===== src/rtl/mu0_sequencer.sv =====
// MU0 control sequencer: FETCH/DECODE/EXEC_MEM/HALT with a memory req/ack handshake.
// Strobes are combinational from state, latched opcode, mem_ack and ACC flags.
module mu0_sequencer #(
    parameter int COUNT_W = 16
) (
    input  logic               clk,
    input  logic               reset,
    input  logic               mem_ack,
    input  logic [3:0]         mem_rdata_op,
    input  logic               acc_zero,
    input  logic               acc_neg,
    output logic               mem_req,
    output logic               mem_wr,
    output logic               addr_sel,
    output logic               ir_load,
    output logic               pc_inc,
    output logic               pc_load,
    output logic               acc_load,
    output logic [1:0]         alu_op,
    output logic               fetch,
    output logic               exec1,
    output logic               exec2,
    output logic               halted,
    output logic               illegal,
    output logic [COUNT_W-1:0] instr_count
);

    typedef enum logic [1:0] {
        S_FETCH  = 2'd0,
        S_DECODE = 2'd1,
        S_EXEC   = 2'd2,
        S_HALT   = 2'd3
    } state_t;

    localparam logic [3:0] OP_LDA = 4'd0;
    localparam logic [3:0] OP_STO = 4'd1;
    localparam logic [3:0] OP_ADD = 4'd2;
    localparam logic [3:0] OP_SUB = 4'd3;
    localparam logic [3:0] OP_JMP = 4'd4;
    localparam logic [3:0] OP_JGE = 4'd5;
    localparam logic [3:0] OP_JNE = 4'd6;
    localparam logic [3:0] OP_STP = 4'd7;

    state_t             state;
    logic [3:0]         op;
    logic               illegal_q;
    logic [COUNT_W-1:0] count_q;

    // Reset masks every output so an in-flight access is dropped in the reset cycle.
    always_comb begin
        mem_req     = 1'b0;
        mem_wr      = 1'b0;
        addr_sel    = 1'b0;
        ir_load     = 1'b0;
        pc_inc      = 1'b0;
        pc_load     = 1'b0;
        acc_load    = 1'b0;
        alu_op      = 2'b00;
        fetch       = 1'b0;
        exec1       = 1'b0;
        exec2       = 1'b0;
        halted      = 1'b0;
        illegal     = 1'b0;
        instr_count = '0;
        if (!reset) begin
            illegal     = illegal_q;
            instr_count = count_q;
            case (state)
                S_FETCH: begin
                    fetch   = 1'b1;
                    mem_req = 1'b1;
                    ir_load = mem_ack;
                    pc_inc  = mem_ack;
                end
                S_DECODE: begin
                    exec1 = 1'b1;
                    case (op)
                        OP_JMP:  pc_load = 1'b1;
                        OP_JGE:  pc_load = ~acc_neg;
                        OP_JNE:  pc_load = ~acc_zero;
                        default: pc_load = 1'b0;
                    endcase
                end
                S_EXEC: begin
                    exec2    = 1'b1;
                    mem_req  = 1'b1;
                    addr_sel = 1'b1;
                    mem_wr   = (op == OP_STO);
                    if (mem_ack) begin
                        case (op)
                            OP_LDA: begin acc_load = 1'b1; alu_op = 2'b00; end
                            OP_ADD: begin acc_load = 1'b1; alu_op = 2'b01; end
                            OP_SUB: begin acc_load = 1'b1; alu_op = 2'b10; end
                            default: acc_load = 1'b0;
                        endcase
                    end
                end
                default: halted = 1'b1;
            endcase
        end
    end

    always_ff @(posedge clk) begin
        if (reset) begin
            state     <= S_FETCH;
            op        <= 4'd0;
            illegal_q <= 1'b0;
            count_q   <= '0;
        end else begin
            case (state)
                S_FETCH: begin
                    if (mem_ack) begin
                        op    <= mem_rdata_op;
                        state <= S_DECODE;
                    end
                end
                S_DECODE: begin
                    if (op[3]) begin
                        state     <= S_HALT;
                        illegal_q <= 1'b1;
                    end else begin
                        case (op)
                            OP_LDA, OP_STO, OP_ADD, OP_SUB: state <= S_EXEC;
                            OP_STP: begin
                                state   <= S_HALT;
                                count_q <= count_q + {{(COUNT_W-1){1'b0}}, 1'b1};
                            end
                            default: begin
                                // Jumps retire here whether taken or not.
                                state   <= S_FETCH;
                                count_q <= count_q + {{(COUNT_W-1){1'b0}}, 1'b1};
                            end
                        endcase
                    end
                end
                S_EXEC: begin
                    if (mem_ack) begin
                        state   <= S_FETCH;
                        count_q <= count_q + {{(COUNT_W-1){1'b0}}, 1'b1};
                    end
                end
                default: state <= S_HALT;
            endcase
        end
    end

endmodule


===== config.mk =====
export PLATFORM = sky130hd
export DESIGN_NAME = mu0_sequencer
export DESIGN_NICKNAME = d
export VERILOG_FILES = /design/src/rtl/mu0_sequencer.sv
export SDC_FILE = /design/constraint.sdc
export NUM_CORES = 1
export LEC_CHECK = 0
export BUFFER_PORTS_ARGS = -buffer_cell sky130_fd_sc_hd__buf_4
export CAP_MARGIN = 30
export CORE_ASPECT_RATIO = 0.8
export CORE_MARGIN = 5
export CORE_UTILIZATION = 40
export DETAILED_ROUTE_END_ITERATION = 10
export SLEW_MARGIN = 5
export SYNTH_ARGS = -nofsm -noshare
export SYNTH_HDL_FRONTEND = slang
export SYNTH_SLANG_ARGS = --single-unit
export TNS_END_PERCENT = 20

===== constraint.sdc =====
create_clock -name clk -period 4.2 [get_ports clk]
set_input_delay 0.21 -clock clk [delete_from_list [all_inputs] [get_ports clk]]
set_output_delay 0.21 -clock clk [all_outputs]
set_load 0.02 [all_outputs]

==> results of run 1 <==
## path summary, 6_finish.rpt
| check | slack, ns | to | from | depth (start not counted) |
|---|---|---|---|---|
| worst min register to register | 0.53 | count_q[1] | count_q[1] | 2 |
| worst min-delay path | 0.19 | op[1] | mem_rdata_op[1] | 3 |
| worst max-delay path | 2.00 | count_q[11] | state[0] | 4 |
| worst max register to register | 2.00 | count_q[11] | state[0] | 4 |
## state kept, by name (all words and copies together) (netlist names)
name	flops
count_q	16
op	4
illegal_q	1
state	2
## layout by cell type (no fill, tap or decap)
cell / instances
nand4_2: 1
nor2_1: 27
mux2_4: 2
nand2_1: 9
nand2b_1: 3
and3_1: 1
buf_4: 38
clkbuf_1: 1
xnor2_1: 9
nand3b_1: 2
nor3_1: 7
and4_1: 2
a211oi_2: 1
a2111oi_4: 2
nand4_1: 2
a311o_1: 1
nor2b_1: 17
mux2_2: 4
a21o_1: 1
nand3_1: 7
o21ai_0: 1
clkbuf_8: 3
a211oi_4: 1
dfxtp_1: 23
a21oi_1: 8
mux2i_1: 4
inv_1: 3
nand4bb_1: 1
a211oi_1: 2
ha_1: 1
## power groups by stage
| stage | logic [uW] | clock network [uW] | registers, uW |
|---|---|---|---|
| after floorplan | 41.0 | 0 | 233 |
| after global placement | 53.6 | 0 | 236 |
| after detailed placement | 55.1 | 0 | 236 |
| after CTS | 55.3 | 137 | 231 |
| after global routing | 60.4 | 143 | 233 |
| final | 54.4 | 134 | 231 |
## area by class of cell
cell class / count / area [sq um] / share of cell area [%]
clock buffer: 4 / 45.0 / 2.76
timing repair buffer: 38 / 285 / 17.5
multi-input combinational: 116 / 777 / 47.7
tap: 40 / 50.0 / 3.07
sequential: 23 / 460 / 28.3
inverter: 3 / 11.3 / 0.691
## worst max-delay path, stage by stage (launching register included)
cell and delay, ns:
dfxtp_1 0.51, nand4bb_1 0.59, a211oi_2 0.56, nand4_1 0.15, mux2_2 0.28
## cell families (layout without fill, tap and decap cells)
logic type / Yosys count / count (layout) / share of synthesized area [%]
muxes: 10 / 10 / 8.73
adders and majority gates: 1 / 1 / 0.949
buffers and inverters: 13 / 45 / 6.17
xor gates and xnor gates: 9 / 9 / 5.98
DFF: 23 / 23 / 34.9
AOI/OAI and AO/OA: 17 / 17 / 12.5
and+or+nand+nor: 79 / 79 / 30.7
## cells in the mapped netlist (all sizes together) (2+ instances only)
| cell | n |
|---|---|
| a2111oi | 2 |
| a211oi | 4 |
| a21oi | 8 |
| and4 | 2 |
| buf | 8 |
| clkbuf | 2 |
| dfxtp | 23 |
| inv | 3 |
| mux2 | 6 |
| mux2i | 4 |
| nand2 | 9 |
| nand2b | 3 |
| nand3 | 7 |
| nand3b | 2 |
| nand4 | 3 |
| nor2 | 27 |
| nor2b | 17 |
| nor3 | 7 |
| xnor2 | 9 |
## metrics by stage
step / cell area [sq um] / power [uW] / worst slack, ns / utilization [%]
final: 1630 / 420 / 2.00 / 52.0
after detailed placement: 1580 / 292 / 2.01 / 50.6
after floorplan: 1320 / 274 / 2.18 / -
after global placement: 1580 / 290 / 2.09 / 50.6
after CTS: 1630 / 424 / 1.99 / 52.0
after global routing: 1630 / 436 / 1.76 / 52.0
## per-layer routing
| metal | track usage (%) | vias up | part of all wire (%) |
|---|---|---|---|
| met5 | 0 | - | 0 |
| met4 | 4.65 | 0 | 1.1 |
| met3 | 2.61 | 4 | 8.2 |
| met2 | 22.0 | 34 | 45 |
| met1 | 15.4 | 492 | 46 |
| li1 | - | 578 | - |
==> flow_summary.toml, run 1 <==
[status]
status = "finished, final reports clean"

[clock_tree]
path_clk_slew_ns = 0.08
ctsHoldBuffers = 0
cts_buffers = 3
post_cts_buffers = 0
cts-root-buf = "clkbuf_8"
clock_latency_ns = 0.26
cts_max_path_buffers = 2
cts_resized = 0
clock-sinks = 23
cts_tree = "built"
htreeDepth = 1

[cells_and_area]
instances_no_fill = 224
antenna_cells = 0
final_layout_size_suffix_gt1_share_pct = 28.3
final_nets = 195
nFillCells = 319
syn2layout_area_growth_pct = 23.5

[floorplan]
dieArea_sq_um = 4550
die_w_microns = 74.2
row_count = 18
ioPinCount = 39
die_h_microns = 61.4
core-area_sq_um = 3130
start_util_pct = 42.1

[global_routing]
grt_max_degree = 45
grt_pass1_vias = 1028
grt_first_pass_wirelength_microns = 4530
antenna_found_initial = 0
track_usage_pct = 12.6
grt_overflow = 0

[flow_run]
cap_viol_max_count = 0

[power_and_ir_drop]
power_leakage_uw = 0.000658
p_clk_share_pct = 32.0
power_switching_uw = 106
ir_drop_mv = 0.153
seq_power_share_pct = 55.1
p_sw_share_pct = 25.3
p_comb_share_pct = 13.0
p_int_uw = 314
power.density_nw_per_um2 = 258

[synth]
yosys.area.top_type_share_pct = 34.9
syn-num-nets = 162
ys_ff_latch = 23
synth_edf_count = 0
yosysTopAreaCell = "dfxtp_1"
yosys-top-cells-area = "dfxtp_1, nor2b_1, nor2_1, xnor2_1, a2111oi_4"
yosysWarnings = 0
synth.avg_cell_area_sq_um = 8.68
syn-cell-area_sq_um = 1320
ys_types = 32
synthCells = 152
async_flop_share_pct = 0
yosys_most_used_dff = "dfxtp_1"
seq_area_frac_synth_pct = 34.9

[sta]
tightest_slew_ns = 0.650
final.period_utilization_pct = 52.3
setup_tns_ns = 0
hold_ws_ns = 0.187
period_minus_slack_ns = 2.20
setup_viol = 0
worst_clock_skew_ns = 0.00168
grt_setup_unrepaired = "false"
fmax_ghz = 0.455
hold_viol = 0
slew_headroom_pct = 56.4
slew_viol_final = 0

[route]
ant_nets = 0
routed_via_density = 4.95
vias = 1108
drt_iter0_drc = 38
firstDrtPassIters = 4
drc_errors = 0
routed_wl_microns = 2790
wl_per_cell_microns = 12.4

[placement]
place.gp.congestion = 0.855
dp_hpwl_microns = 2140
place_inst = 220
io_buffer_count = 38

[hold_path]
hp-class = "in -> reg"

[critical_path]
cp-start-kind = "flip-flop"
crit_type = "reg -> reg"
crit_arrival_ns = 2.35
end_kind = "flip-flop"
cp_max_fo = 11
cp.required_ns = 4.35
No activity file was read; power rests on OpenSTA's default activity.
==> inputs of run 2 (changes only) <==
- clock period: 4.2 -> 2.2 ns (I/O delays scaled with it)
==> flow_summary.toml, run 2 (synthesized netlist as in run 1, its figures left out) <==
[cells_and_area]
antenna_cells = 0
largest_reg_flops = 16
final_layout_size_suffix_gt1_share_pct = 29.4
final_nets = 198
top_register = "count_q"
top_regs = "count_q (16), op (4), state (2)"
regArea_sq_um = 460
syn2layout_area_growth_pct = 25.2
final_common_cell = "buf_4"
nFillCells = 321
multiInputGateArea_sq_um = 777
final_cell_mix = "buf_4, nor2_1, dfxtp_1"
final_area_sq_um = 1650

[power_and_ir_drop]
ir_drop_mv = 0.401
power.density_nw_per_um2 = 486
power_leakage_uw = 0.000672

[critical_path]
r2r_setup_slack_ns = 0.41
cpPeakStageDelay_ns = 0.43
critPathSlowestCell = "nor3_1"
r2r-end = "count_q[11]"
reg2reg_depth = 4
critPathMostFrequentCell = "nor3_1"
end_kind = "output pin"
cp-start-kind = "flip-flop"
crit_arrival_ns = 1.75
rr_startpoint = "state[1]"
path_cells = "inv_1, nor3_1, nand3_1, nor3_1, buf_4"
cp.required_ns = 2.09
crit_type = "reg -> out"
cp_max_fo = 7

[route]
dr_wl_met2_microns = 1250
routed.top_layer = "met4"
firstDrtPassIters = 3
wl_met1_microns = 1290
routed_via_density = 5.04
routed_wl_microns = 2820
drc_errors = 0
wl_per_cell_microns = 12.4
routed-wl-met3_microns = 247
vias = 1145
drt_iter0_drc = 44
ant_nets = 0

[floorplan]
dieArea_sq_um = 4550
ioPinCount = 39
die_w_microns = 74.2
die_h_microns = 61.4
start_util_pct = 42.1
core-area_sq_um = 3130
row_count = 18

[sta]
worst_clock_skew_ns = 0.00460
period_minus_slack_ns = 1.86
fmax_ghz = 0.537
tightest_slew_ns = 0.494
grt_setup_unrepaired = "false"
setup_viol = 0
final.period_utilization_pct = 84.6
hold_viol = 0
slew_headroom_pct = 66.9
setup_tns_ns = 0
slew_viol_final = 0

[hold_path]
hp-start = "mem_rdata_op[0]"
min_path_cells = 3
holdPathEnd = "op[0]"
hp-class = "in -> reg"

[flow_run]
cap_viol_max_count = 0

[clock_tree]
path_clk_slew_ns = 0.07
clock_latency_ns = 0.26
cts-root-buf = "clkbuf_8"
cts_buffers = 3
cts_max_path_buffers = 2
cts_resized = 0
clock-sinks = 23
ctsHoldBuffers = 0
cts_tree = "built"
htreeDepth = 1
post_cts_buffers = 0

[placement]
place.gp.congestion = 0.818
dp_hpwl_microns = 2150
io_buffer_count = 38
place_area_sq_um = 1610

[status]
status = "finished, final reports clean"

[global_routing]
grt_max_degree = 45
track_usage_pct = 13.3
antenna_found_initial = 0
grt_pass1_vias = 1080
grt_overflow = 0
grt_first_pass_wirelength_microns = 4770
-- run 2: cell types whose count changed in the layout (fill, tap and decap cells not counted) --
cell,change
buf_4,+3
-- run 2: power breakdown --
part	switching (uW)	internal (uW)	total (uW)
Clock	126	129	255
Combinational	62.8	47.2	110
Sequential	12.3	426	438
Total	201	602	803
-- run 2: how the worst max path moves through the flow --
stage / from / endpoint / slack, ns / cells past startpoint
after floorplan: state[1] / alu_op[0] / 0.28 / 4
after global placement: state[1] / count_q[11] / 0.49 / 4
after detailed placement: state[1] / count_q[11] / 0.42 / 4
after CTS: state[1] / alu_op[0] / 0.33 / 5
after global routing: state[1] / alu_op[0] / 0.14 / 5
final: state[1] / alu_op[0] / 0.34 / 5
-- run 2: critical path, delay by kind of cell (launching register included) --
family / cells / cell delay (ns)
buffers and inverters: 2 / 0.29
flip-flops: 1 / 0.42
AND/OR/NAND/NOR: 3 / 0.79
-- run 2: area by class of cell --
class / count / share of cell area, %
multi-input cells: 116 / 47.0
well taps: 40 / 3.03
clock buffers: 4 / 2.73
inverters: 3 / 0.682
repair buffers: 41 / 18.6
flip-flops and latches: 23 / 27.9
-- run 2: metal layers --
layer  up-vias  track usage, %
met5         -               0
met3         4            4.57
met2        30            22.7
met1       521            16.3
li1        590               -
met4         0            3.10
-- run 2: per-stage QoR --
step / cells / power, uW / worst slack (ns) / hold slack, ns / util (%)
finish: 227 / 803 / 0.339 / 0.0876 / 52.8
global route: 227 / 849 / 0.143 / 0.0884 / 52.8
CTS: 227 / 817 / 0.329 / 0.0839 / 52.8
detailed placement: 223 / 559 / 0.420 / 0.354 / 51.3
global placement: 223 / 557 / 0.491 / 0.347 / 51.3
floorplan: 152 / 523 / 0.283 / 0.257 / -
